`config.mk`:
```
export PLATFORM = sky130hd
export DESIGN_NAME = nap_countdown_bank
export DESIGN_NICKNAME = d
export VERILOG_FILES = /design/src/rtl/nap_pkg.sv /design/src/rtl/nap_countdown_channel.sv /design/src/rtl/nap_countdown_bank.sv
export SDC_FILE = /design/constraint.sdc
export NUM_CORES = 1
export LEC_CHECK = 0
export BUFFER_PORTS_ARGS = -buffer_cell sky130_fd_sc_hd__buf_2
export CORE_MARGIN = 2
export CORE_UTILIZATION = 30
export DETAILED_ROUTE_END_ITERATION = 8
export GPL_TIMING_DRIVEN = 0
export HOLD_SLACK_MARGIN = 0.06
export PLACE_DENSITY = 0.53
export SLEW_MARGIN = 10
export SYNTH_ARGS = -nofsm -noshare
export SYNTH_HDL_FRONTEND = slang
export SYNTH_HIERARCHICAL = 1
export SYNTH_SLANG_ARGS = --single-unit
export TNS_END_PERCENT = 1
```
`constraint.sdc`:
```
create_clock -name clock -period 4.45 [get_ports clock]
set_input_delay 0.89 -clock clock [delete_from_list [all_inputs] [get_ports clock]]
set_output_delay 0.89 -clock clock [all_outputs]
set_load 0.02 [all_outputs]
```
`src/rtl/nap_pkg.sv`:
```
// Package: nap_pkg
// Shared types and helpers for the nap countdown timer bank.
//   bcd_time_t      packed HH:MM:SS, six 4-bit BCD digits, h10 in the MSBs
//   cd_state_e      per-channel timer state
//   ZERO_TIME       00:00:00
//   bcd_time_valid  1 when every digit is legal and hours <= max_hour
//   bcd_time_dec    one-second BCD decrement with borrow (saturates at zero)
package nap_pkg;

  typedef struct packed {
    logic [3:0] h10;
    logic [3:0] h1;
    logic [3:0] m10;
    logic [3:0] m1;
    logic [3:0] s10;
    logic [3:0] s1;
  } bcd_time_t;

  typedef enum logic [1:0] {
    CD_IDLE,
    CD_RUN,
    CD_PAUSE,
    CD_EXPIRED
  } cd_state_e;

  localparam bcd_time_t ZERO_TIME = '0;

  function automatic logic bcd_time_valid(input bcd_time_t t, input int unsigned max_hour);
    logic        digits_ok;
    int unsigned hours;
    digits_ok = (t.h10 <= 4'd9) && (t.h1 <= 4'd9) &&
                (t.m10 <= 4'd5) && (t.m1 <= 4'd9) &&
                (t.s10 <= 4'd5) && (t.s1 <= 4'd9);
    hours = 32'(t.h10) * 32'd10 + 32'(t.h1);
    return digits_ok && (hours <= max_hour);
  endfunction

  function automatic bcd_time_t bcd_time_dec(input bcd_time_t t);
    bcd_time_t r;
    r = t;
    // Zero is a fixed point so a stray call can never wrap to 99:59:59.
    if (t != ZERO_TIME) begin
      if (r.s1 != 4'd0) r.s1 = r.s1 - 4'd1;
      else begin
        r.s1 = 4'd9;
        if (r.s10 != 4'd0) r.s10 = r.s10 - 4'd1;
        else begin
          r.s10 = 4'd5;
          if (r.m1 != 4'd0) r.m1 = r.m1 - 4'd1;
          else begin
            r.m1 = 4'd9;
            if (r.m10 != 4'd0) r.m10 = r.m10 - 4'd1;
            else begin
              r.m10 = 4'd5;
              if (r.h1 != 4'd0) r.h1 = r.h1 - 4'd1;
              else begin
                r.h1  = 4'd9;
                r.h10 = r.h10 - 4'd1;
              end
            end
          end
        end
      end
    end
    return r;
  endfunction

endpackage

```
`src/rtl/nap_countdown_channel.sv`:
```
// Module: nap_countdown_channel
// One BCD HH:MM:SS countdown timer: state machine, time register, snooze counter.
// Ports:
//   clock      in   system clock
//   reset      in   synchronous active-low reset
//   tick       in   1 s strobe from the shared prescaler
//   load       in   latch load_time (if valid)
//   load_time  in   BCD time to load
//   start      in   run request
//   pause      in   pause request
//   clear      in   clear to 00:00:00 / IDLE
//   snooze     in   snooze request while expired
//   cur_time   out  current BCD time (registered)
//   running    out  1 while in RUN
//   expired    out  1 while in EXPIRED
//   complete   out  1-cycle pulse on reaching 00:00:00
//   load_err   out  1-cycle pulse after a load strobe with invalid BCD
module nap_countdown_channel
  import nap_pkg::*;
#(
  parameter int unsigned SNOOZE_MIN = 5,
  parameter int unsigned MAX_SNOOZE = 3,
  parameter int unsigned MAX_HOUR   = 23
) (
  input  logic      clock,
  input  logic      reset,
  input  logic      tick,
  input  logic      load,
  input  bcd_time_t load_time,
  input  logic      start,
  input  logic      pause,
  input  logic      clear,
  input  logic      snooze,
  output bcd_time_t cur_time,
  output logic      running,
  output logic      expired,
  output logic      complete,
  output logic      load_err
);

  localparam int unsigned CNT_W = (MAX_SNOOZE < 1) ? 1 : $clog2(MAX_SNOOZE + 1);
  localparam logic [CNT_W-1:0] CNT_MAX = CNT_W'(MAX_SNOOZE);

  localparam bcd_time_t SNOOZE_TIME = '{
    h10: 4'd0, h1: 4'd0,
    m10: 4'(SNOOZE_MIN / 10), m1: 4'(SNOOZE_MIN % 10),
    s10: 4'd0, s1: 4'd0
  };

  cd_state_e        state;
  logic [CNT_W-1:0] snooze_cnt;
  logic             load_ok;
  bcd_time_t        dec_time;

  assign load_ok  = bcd_time_valid(load_time, MAX_HOUR);
  assign dec_time = bcd_time_dec(cur_time);

  assign running = (state == CD_RUN);
  assign expired = (state == CD_EXPIRED);

  // The if/else-if chain is the command priority: clear > load > snooze >
  // pause > start > tick. A command that is not applicable in the current
  // state falls through, so only an accepted command swallows the tick.
  always_ff @(posedge clock) begin
    // NOTE: reset is synchronous, so it lives inside the clocked block and all
    // state uses non-blocking assignments to avoid read/write ordering races.
    if (!reset) begin
      state      <= CD_IDLE;
      cur_time   <= ZERO_TIME;
      snooze_cnt <= '0;
      complete   <= 1'b0;
      load_err   <= 1'b0;
    end else begin
      complete <= 1'b0;
      // Flag a bad load even if clear wins the same edge.
      load_err <= load && !load_ok;

      if (clear) begin
        state      <= CD_IDLE;
        cur_time   <= ZERO_TIME;
        snooze_cnt <= '0;
      end else if (load) begin
        // An invalid load leaves the channel untouched and still costs the tick.
        if (load_ok) begin
          state      <= CD_IDLE;
          cur_time   <= load_time;
          snooze_cnt <= '0;
        end
      end else if (snooze && (state == CD_EXPIRED) && (snooze_cnt < CNT_MAX)) begin
        state      <= CD_RUN;
        cur_time   <= SNOOZE_TIME;
        snooze_cnt <= snooze_cnt + CNT_W'(1);
      end else if (pause && (state == CD_RUN)) begin
        state <= CD_PAUSE;
      end else if (start && ((state == CD_IDLE) || (state == CD_PAUSE)) &&
                   (cur_time != ZERO_TIME)) begin
        state <= CD_RUN;
      end else if (tick && (state == CD_RUN)) begin
        cur_time <= dec_time;
        if (dec_time == ZERO_TIME) begin
          state    <= CD_EXPIRED;
          complete <= 1'b1;
        end
      end
    end
  end

endmodule

```
`src/rtl/nap_countdown_bank.sv`:
```
// Module: nap_countdown_bank
// Bank of CHANNELS independent BCD HH:MM:SS countdown timers sharing one
// 1 Hz prescaler, with one channel muxed out for the 7-segment display.
// Ports:
//   clock      in   system clock
//   reset      in   synchronous active-low reset
//   load       in   [CHANNELS] per-channel load strobe
//   load_time  in   [24] BCD {h10,h1,m10,m1,s10,s1}
//   start      in   [CHANNELS] per-channel run request
//   pause      in   [CHANNELS] per-channel pause request
//   clear      in   [CHANNELS] per-channel clear
//   snooze     in   [CHANNELS] per-channel snooze request
//   sel        in   [SEL_W] channel shown on get_time
//   get_time   out  [24] BCD time of channel sel, 0 if sel >= CHANNELS
//   running    out  [CHANNELS] 1 while channel in RUN
//   expired    out  [CHANNELS] 1 while channel in EXPIRED
//   complete   out  [CHANNELS] 1-cycle pulse on reaching 00:00:00
//   load_err   out  1-cycle pulse after any invalid load strobe
module nap_countdown_bank
  import nap_pkg::*;
#(
  parameter int unsigned CHANNELS   = 4,
  parameter int unsigned SEL_W      = 2,
  parameter int unsigned TICK_DIV   = 1_000_000,
  parameter int unsigned SNOOZE_MIN = 5,
  parameter int unsigned MAX_SNOOZE = 3,
  parameter int unsigned MAX_HOUR   = 23
) (
  input  logic                clock,
  input  logic                reset,
  input  logic [CHANNELS-1:0] load,
  input  logic [23:0]         load_time,
  input  logic [CHANNELS-1:0] start,
  input  logic [CHANNELS-1:0] pause,
  input  logic [CHANNELS-1:0] clear,
  input  logic [CHANNELS-1:0] snooze,
  input  logic [SEL_W-1:0]    sel,
  output logic [23:0]         get_time,
  output logic [CHANNELS-1:0] running,
  output logic [CHANNELS-1:0] expired,
  output logic [CHANNELS-1:0] complete,
  output logic                load_err
);

  localparam int unsigned PS_W = (TICK_DIV < 2) ? 1 : $clog2(TICK_DIV);
  localparam logic [PS_W-1:0] PS_LAST = PS_W'(TICK_DIV - 1);

  logic [PS_W-1:0]     ps_cnt;
  logic                tick;
  bcd_time_t           ch_time [CHANNELS];
  logic [CHANNELS-1:0] ch_load_err;

  // Free-running prescaler; start never re-phases it, so a fresh run may see
  // its first tick anywhere from 1 to TICK_DIV cycles later.
  always_ff @(posedge clock) begin
    if (!reset)                ps_cnt <= '0;
    else if (ps_cnt == PS_LAST) ps_cnt <= '0;
    else                       ps_cnt <= ps_cnt + PS_W'(1);
  end

  assign tick = (ps_cnt == PS_LAST);

  for (genvar g = 0; g < CHANNELS; g++) begin : g_ch
    nap_countdown_channel #(
      .SNOOZE_MIN (SNOOZE_MIN),
      .MAX_SNOOZE (MAX_SNOOZE),
      .MAX_HOUR   (MAX_HOUR)
    ) u_ch (
      .clock     (clock),
      .reset     (reset),
      .tick      (tick),
      .load      (load[g]),
      .load_time (bcd_time_t'(load_time)),
      .start     (start[g]),
      .pause     (pause[g]),
      .clear     (clear[g]),
      .snooze    (snooze[g]),
      .cur_time  (ch_time[g]),
      .running   (running[g]),
      .expired   (expired[g]),
      .complete  (complete[g]),
      .load_err  (ch_load_err[g])
    );
  end

  assign load_err = |ch_load_err;

  // Display select over registered channel times; sel is a slow panel control.
  always_comb begin
    // NOTE: default first so an out-of-range sel cannot infer a latch.
    get_time = '0;
    for (int i = 0; i < CHANNELS; i++) begin
      if (int'(sel) == i) get_time = ch_time[i];
    end
  end

endmodule

```
[Yosys cells after proc, flatten, opt, wreduce, memory -nomap -nowiden]
Cells that the tools add are included.
Operators by class
  reductions and logical operators: 110
  bitwise operators: 5
  multipliers: 1
  muxes and demuxes: 106
  equality and inequality tests: 28
  add/sub/neg operators: 30
  magnitude comparators: 11
Operators by type and width (number)
  $mux 24: 29
  $logic_not 24->1: 4
  $mux 4: 24
  $reduce_bool 24->1: 4
  $sub 4x1->4 const B: 24
  $mux 20: 4
  $reduce_bool 4->1: 20
  $mux 2: 33
  $mux 16: 4
  $mux 12: 4
  $reduce_bool 5->1: 8
  $logic_and 1x1->1: 34
  $le 32x5->1 const B: 1
  $mux 8: 4
  $reduce_or 7->1: 4
  $ne 3x2->1 const B: 8
  $add 20x1->20 const B: 1
  $eq 2x2->1 const B: 10
  $eq 20x20->1 const B: 1
  $le 4x4->1 const B: 4
  $reduce_and 4->1: 4
  $reduce_and 3->1: 4
  $reduce_bool 3->1: 4
  $eq 2x1->1 const B: 5
  other kinds (15): 49
Word-level totals
  register bits after elaboration: 140
  input bits: 48
  word-level logic and storage cells: 332

[Logic depth before layout (Yosys ltp)]
Gate-level depths: netlist of the first run.
  depth after elaboration: 14
  mapped depth: 12
  depth with buffers taken out: 11

[Hierarchy]
Netlist of the first run, hierarchy kept.
Modules (own cells, without submodules)
  nap_countdown_channel (g_ch[0].u_ch ...): cells an instance 312, seq. area each 600.6 µm², instances 3, area each 2462.4 µm²
  nap_countdown_channel (g_ch[3].u_ch): cells an instance 333, seq. area each 600.6 µm², instances 1, area each 2646.3 µm²
  nap_countdown_bank: cells an instance 136, seq. area each 400.4 µm², instances 1, area each 1477.7 µm²

[Least setup slack after synthesis of the first run]
Ideal clock, no wire load.
  path kind: input port to flip-flop
  start point: input port load_time[21]
  end point: register g_ch[0].u_ch/cur_time[3] (netlist bit)
  library setup time: 0.143 ns
  setup slack: 0.646 ns
  arrival: 3.661 ns
  stages: 11
  required time: 4.307 ns
  path through: ha_1 > ha_1 > inv_1 > fa_1 > or3b_1 > mux2_4 > o211a_4 > o41a_1 > nor2_2 > buf_4 > a211oi_1
Between the ends
  cells in the longest elaborated chain, start to end: 9
  elaborated cells between the ends (all ways): 12
  those cells by class: add/sub (1); mul (1); order compare (2); eq/ne (1); reduce/logical (7)
RTL lines
  start, declared: line nap_countdown_bank.sv:32  | input logic [23:0] load_time,
  parallel branches: the longest is 6 deep, another holds $le 32x5->1
  $logic_and 1x1->1 *: line nap_pkg.sv:35  | return digits_ok && (hours <= max_hour);
  $ne 2x1->1 (no line) *
  $reduce_and 4->1 (no line) *
  end signal, assigned: line nap_countdown_channel.sv:86  | cur_time <= load_time;
  end signal, assigned: line nap_countdown_channel.sv:99  | cur_time <= dec_time;
  end, declared: line nap_countdown_channel.sv:34  | output bcd_time_t cur_time,
Mark *: on every way between the ends.
A chain may end at the register's enable or synchronous reset.

[Worst setup path in the final report of the first run]
  start point: input port load_time[22]
  end point: register g_ch[1].u_ch/cur_time[14] (netlist bit)
Between the ends
  cells in the longest elaborated chain, start to end: 9
  elaborated cells between the ends (all ways): 12
  those cells by class: add/sub (1); mul (1); order compare (2); eq/ne (1); reduce/logical (7)
RTL lines (line)
  parallel branches: the longest is 6 deep, another holds $le 32x5->1
  $logic_and 1x1->1 *: nap_pkg.sv:35
  $ne 2x1->1 (no line) *
  $reduce_and 4->1 (no line) *
  end signal, assigned: nap_countdown_channel.sv:86
  end signal, assigned: nap_countdown_channel.sv:99
  end, declared: nap_countdown_channel.sv:34
Marks and branches as above.

==> qor.txt, run 1 <==
Post-Synthesis Cells: 1405
# IOs: 85
CTS Buf Count: 17
Clock Pin Slew Worst Setup and Hold Paths: 0.07 ns
Core Region: 0.0378 mm^2
DRT iter0 DRCs: 1370
Final Setup Violations: 0
fin crit share: 97.8%
final hold slack: 0.460 ns
worst endpoint data arrival time: 4.71 ns
maxcap violations: 0
Worst VDD drop: 315 uV
Post-Layout Cell Count: 2028
worst-path maximum fanout: 20
Longest Clk Path Bufs: 2
residual DRC count: 0
CP Launch Type: primary input
Pleak: 4.85 nW
number of failing hold endpoints at the final stage: 0
hold wc startpoint: ps_cnt[0]$_SDFF_PP0_
worst min-delay path class: register to register
number of flops mapped to enable cells by yosys: 0
share of the synthesized area in the top cell type: 24.3%
clk_skew: 0.0114 ns
input/output buffers: 79
All-Layer GR Usage: 25.5%
synthesized net count: 1510
CTS tree: done
Seq/Total Area, Yosys: 24.3%
Placed Cells: 1996
Max-slew headroom: 33.4%
H-Tree Depth: 4
Critical path origin: load_time[22]
Synth cell types: 99
RSZ-0062 raised after global routing: false
root buffer cell: clkbuf_16
synthesized area per cell: 8.19 um^2
critical path class: primary input to register
largest cells by area after synthesis: dfxtp_1, ha_1, mux4_2
drt pass-1 iters: 7
initial antenna violation count: 0
via count: 12400
reg2reg start: ps_cnt[0]$_SDFF_PP0_
r2r worst-path depth: 11
die width: 200 um
commonest cells in the netlist: dfxtp_1, nor2_1, a21oi_1
Starting Density: 30.5%
layout cells sized above 1: 16.1%
synth warn: 6
final wirelength: 51000 um
Syn-to-layout area delta: 14.3%
grt ovf: 0
hold depth: 1
# rows: 71
synthesized area: 0.0115 mm^2
clk_lat worst skew: 0.45 ns
diodes inserted: 0
WL/cell: 25.1 um
clk sink count: 140
sw power: 0.00140 W
Seq pwr share: 34.1%
number of vias per cell: 6.13
minimum clock period: 4.35 ns
Seq cells post-synth: 140
R2R Path End: g_ch[0].u_ch/cur_time[23]$_SDFFE_PP0P_
max-slew violation count: 0
switching portion of total power: 35.7%
PD cells: 299 mW/mm^2
gp weighted congestion: 0.965
hold_buf cts: 0
flop2flop setup slack: 0.79 ns
first-pass GRT wire length: 75000 um
Main synth FF type: dfxtp_1
Clock power frac: 37.7%
die height: 200 um
full die area: 0.0400 mm^2
hpwl dp: 37100 um
hold path endpoint: ps_cnt[0]$_SDFF_PP0_
combinational power share: 28.3%
setup bufs post-CTS: 0
Int Pwr: 0.00253 W
fmax: 230 MHz
worst slew pin tran: 0.989 ns
CP endpoint kind: register
status: finished clean
share of flip-flops with an asynchronous set or reset: 0%
Worst EP required: 4.81 ns
fin nets: 1609
cell taking the most area after synthesis: dfxtp_1
post-route ant nets: 0
largest net degree at the start of global routing: 21
vias in the first global route: 11600
most frequent cell after synthesis: dfxtp_1
-- worst max path at each step --
stage                                             endpoint  slack [ns]  cells past startpoint
global placement     g_ch[3].u_ch/cur_time[2]$_SDFFE_PP0P_       -0.86                     12
floorplan            g_ch[0].u_ch/cur_time[3]$_SDFFE_PP0P_        0.65                     11
finish              g_ch[1].u_ch/cur_time[14]$_SDFFE_PP0P_         0.1                     11
CTS                 g_ch[1].u_ch/cur_time[14]$_SDFFE_PP0P_        0.06                     11
global route         g_ch[1].u_ch/cur_time[3]$_SDFFE_PP0P_        0.02                     12
detailed placement  g_ch[3].u_ch/cur_time[13]$_SDFFE_PP0P_       -0.92                     12
-- layer usage --
layer / routed length [um] / global-route usage, % / up-vias
li1: - / - / 5594
met1: 21500 / 34.4 / 6038
met2: 22600 / 40.3 / 705
met3: 4800 / 4.59 / 99
met4: 2050 / 10.2 / 0
met5: 0 / 0 / -
-- state kept, by name (all words and copies together), names as in the netlist --
name                  flops
g_ch.u_ch/complete        4
g_ch.u_ch/cur_time       96
g_ch.u_ch/load_err        4
g_ch.u_ch/snooze_cnt      8
g_ch.u_ch/state           8
ps_cnt                   20
-- cell type report --
cell class                      instances  area (um^2)
Buffer                                 87          405
Clock buffer                           22          464
Clock inverter                         10          115
Fill cell                            3992        24600
Inverter                               61          229
Multi-Input combinational cell       1117         8090
Sequential cell                       140         2800
Tap cell                              511          639
Timing Repair Buffer                   80          405
-- worst max-delay path: stages --
cell and delay (ns):
buf_2 0.48, ha_1 0.26, ha_1 0.16, inv_1 0.05
fa_1 0.49, or3b_1 0.36, mux2_4 0.26, o211a_4 0.26
o41ai_4 0.81, nand2_4 0.26, o41ai_2 0.39
-- cells in the final DEF, fill, tap and decap left out, types with 18 or more instances in the layout --
cell,count
o31ai_1,20
nand2_1,96
a21oi_1,104
nand2b_1,21
inv_1,61
nor2_1,127
a22oi_1,18
clkbuf_1,66
a211oi_1,32
a31oi_1,22
mux4_2,24
mux2i_1,20
a211oi_2,18
nand4_1,26
o21ai_0,71
ha_1,49
nor4_1,27
buf_2,87
dfxtp_1,140
nand3_1,56
nor3_1,46
-- per-stage QoR --
stage | power [W] | cell area, um^2 | worst slack, ns | utilization (%) | setup TNS [ns]
after floorplan | 0.00209 | 11500 | 0.646 | - | 0
after global routing | 0.00409 | 13200 | 0.0231 | 34.8 | 0
after global placement | 0.00244 | 12500 | -0.857 | 33.2 | -38.53
after CTS | 0.00392 | 13200 | 0.0588 | 34.8 | 0
after detailed placement | 0.00244 | 12600 | -0.915 | 33.3 | -43.61
final | 0.00393 | 13200 | 0.0980 | 34.8 | 0
-- power groups by stage --
stage | clock, W | combinational [W] | sequential, W
detailed placement | 0 | 0.00108 | 0.00137
floorplan | 0 | 0.000752 | 0.00134
finish | 0.00148 | 0.00111 | 0.00134
global placement | 0 | 0.00107 | 0.00137
global route | 0.00155 | 0.00120 | 0.00134
CTS | 0.00150 | 0.00108 | 0.00134
-- kinds of logic after synthesis --
kind of cell,after synthesis,synth area share [%]
flops,140,24.3
mux,51,7.22
fa+ha+maj,57,6.72
compound gates,439,28.0
buf+inv,148,5.51
xor+xnor,26,2.04
simple gates,544,26.2
-- timing repair --
| action | CTS | global route |
|---|---|---|
| pin swaps | 1 | 0 |
| gates resized for setup | 2 | 2 |
| endpoints found under the setup margin | 22 | 47 |
| endpoints found under the hold margin | 0 | 0 |
(Power assumes the default switching activity.)
==> run 2, diff against run 1 <==
CORE_UTILIZATION = 40   (was 30)
PLACE_DENSITY = 0.65   (was 0.53)
==> run 2 against run 1 <==
- sequential power about the same
- clock power hardly changed
- sequential share of layout area increased by 0.23 points
- fmax hardly changed
- hold slack improved by 0.00080 ns
- final area decreased by 1.1%
- cell count fell by 6.2%
- clock skew up 0.0038 ns
- combinational power is essentially flat
- die area shrank 25%
- utilization increased by 11 points
- routed wire length is 7.4% lower
- largest cell class unchanged
==> qor.txt, run 2 (synthesized netlist as in run 1, its figures left out) <==
fin crit share: 97.7%
worst min-delay path class: register to register
post-route ant nets: 0
number of failing hold endpoints at the final stage: 0
DRT iter0 DRCs: 1598
initial antenna violation count: 2
H-Tree Depth: 4
setup TNS: 0 ns
clk_lat worst skew: 0.44 ns
Starting Density: 40.3%
minimum clock period: 4.35 ns
R2R Path End: g_ch[0].u_ch/cur_time[3]$_SDFFE_PP0P_
die width: 174 um
input/output buffers: 79
root buffer cell: clkbuf_16
Max-slew headroom: 30.6%
setup bufs post-CTS: 0
All-Layer GR Usage: 30.6%
Fill cells: 2913
crit-path max cell delay: 0.80 ns
RSZ-0062 raised after global routing: false
WL/cell: 24.8 um
first-pass GRT wire length: 71200 um
fin nets: 1609
CP bufs+invs: 2
clk sink count: 140
commonest non-fill, non-tap cell in the layout: dfxtp_1
Tot Pwr: 0.00394 W
Crit path max-delay family: compound AO/OA/AOI/OAI gates
flop2flop setup slack: 0.74 ns
# IOs: 85
largest net degree at the start of global routing: 21
commonest cells after routing, fill and taps aside: dfxtp_1, nor2_1, a21oi_1
full die area: 0.0302 mm^2
hold_buf cts: 0
Syn-to-layout area delta: 13.1%
Crit-path slowest cell: o41ai_4
final wirelength: 47200 um
worst slew pin tran: 1.03 ns
# rows: 62
final hold slack: 0.461 ns
Final Setup Violations: 0
layout cells sized above 1: 16.3%
max-slew violation count: 0
r2r worst-path depth: 11
reg2reg start: ps_cnt[0]$_SDFF_PP0_
CTS Buf Count: 17
hold depth: 1
hpwl dp: 34200 um
drt pass-1 iters: 8
die height: 174 um
vias in the first global route: 11700
clk_skew: 0.0152 ns
status: finished clean
number of vias per cell: 6.58
Pleak: 4.86 nW
number of flip-flops in the largest register: 96
grt ovf: 0
CTS resizes: 1
worst-path maximum fanout: 16
hold wc startpoint: ps_cnt[0]$_SDFF_PP0_
Longest Clk Path Bufs: 2
critical path class: primary input to register
most frequent CP cell: ha_1
CP Launch Type: primary input
Clock Pin Slew Worst Setup and Hold Paths: 0.06 ns
Core Region: 0.0285 mm^2
gp weighted congestion: 1.00
CP endpoint kind: register
fmax: 230 MHz
Worst VDD drop: 257 uV
residual DRC count: 0
CTS tree: done
hold path endpoint: ps_cnt[0]$_SDFF_PP0_
Critical path origin: load_time[23]
worst endpoint data arrival time: 4.69 ns
via count: 12500
Worst EP required: 4.79 ns
PD cells: 303 mW/mm^2
biggest regs: g_ch.u_ch/cur_time (96), ps_cnt (20)
CP Cell Sequence: buf_2 -> ha_1 -> ha_1 -> inv_1 -> fa_1 -> or3b_1 -> mux2_4 -> o211a_4 -> o41ai_4 -> nand2_4 -> o41ai_2
Biggest register: g_ch.u_ch/cur_time
maxcap violations: 0
[run 2: per-stage QoR]
step	instance area [um^2]	util (%)	std cells	setup slack, ns
after floorplan	11500	-	1405	0.646
after global placement	12400	43.4	1868	-0.719
after detailed placement	12400	43.4	1869	-0.718
after CTS	13000	45.5	1901	0.0761
after global routing	13000	45.6	1901	0.0167
final	13000	45.6	1902	0.101
[run 2: cell type report]
cell class	count	area [um^2]	share of cell area, %
Inverter	61	229	1.76
Tap cell	384	480	3.69
Antenna cell	1	2.50	0.0192
Clock inverter	14	159	1.22
Buffer	87	405	3.11
Clock buffer	18	439	3.37
Multi-Input combinational cell	1117	8090	62.2
Sequential cell	140	2800	21.5
Timing Repair Buffer	80	405	3.11
[run 2: how the worst max path moves through the flow]
stage	endpoint	cells past startpoint	slack (ns)
finish	g_ch[1].u_ch/cur_time[14]$_SDFFE_PP0P_	11	0.10
global placement	g_ch[3].u_ch/cur_time[9]$_SDFFE_PP0P_	12	-0.72
CTS	g_ch[1].u_ch/cur_time[14]$_SDFFE_PP0P_	11	0.08
global route	g_ch[1].u_ch/cur_time[18]$_SDFFE_PP0P_	12	0.02
detailed placement	g_ch[3].u_ch/cur_time[17]$_SDFFE_PP0P_	12	-0.72
floorplan	g_ch[0].u_ch/cur_time[3]$_SDFFE_PP0P_	11	0.65
[run 2: power by group]
group / internal (W) / leakage (nW) / switching [W]
Combinational: 0.000390 / 3.43 / 0.000706
Clock: 0.000853 / 0.287 / 0.000652
Sequential: 0.00128 / 1.14 / 0.0000546
[run 2: routing by layer]
layer / up-vias / part of all wire [%] / GRT usage (%) / routed length, um
met3: 159 / 12 / 9.17 / 5490
li1: 5600 / - / - / -
met5: - / 0 / 0 / 0
met1: 5980 / 39 / 39.3 / 18600
met2: 777 / 43 / 45.5 / 20300
met4: 0 / 6.0 / 17.7 / 2820
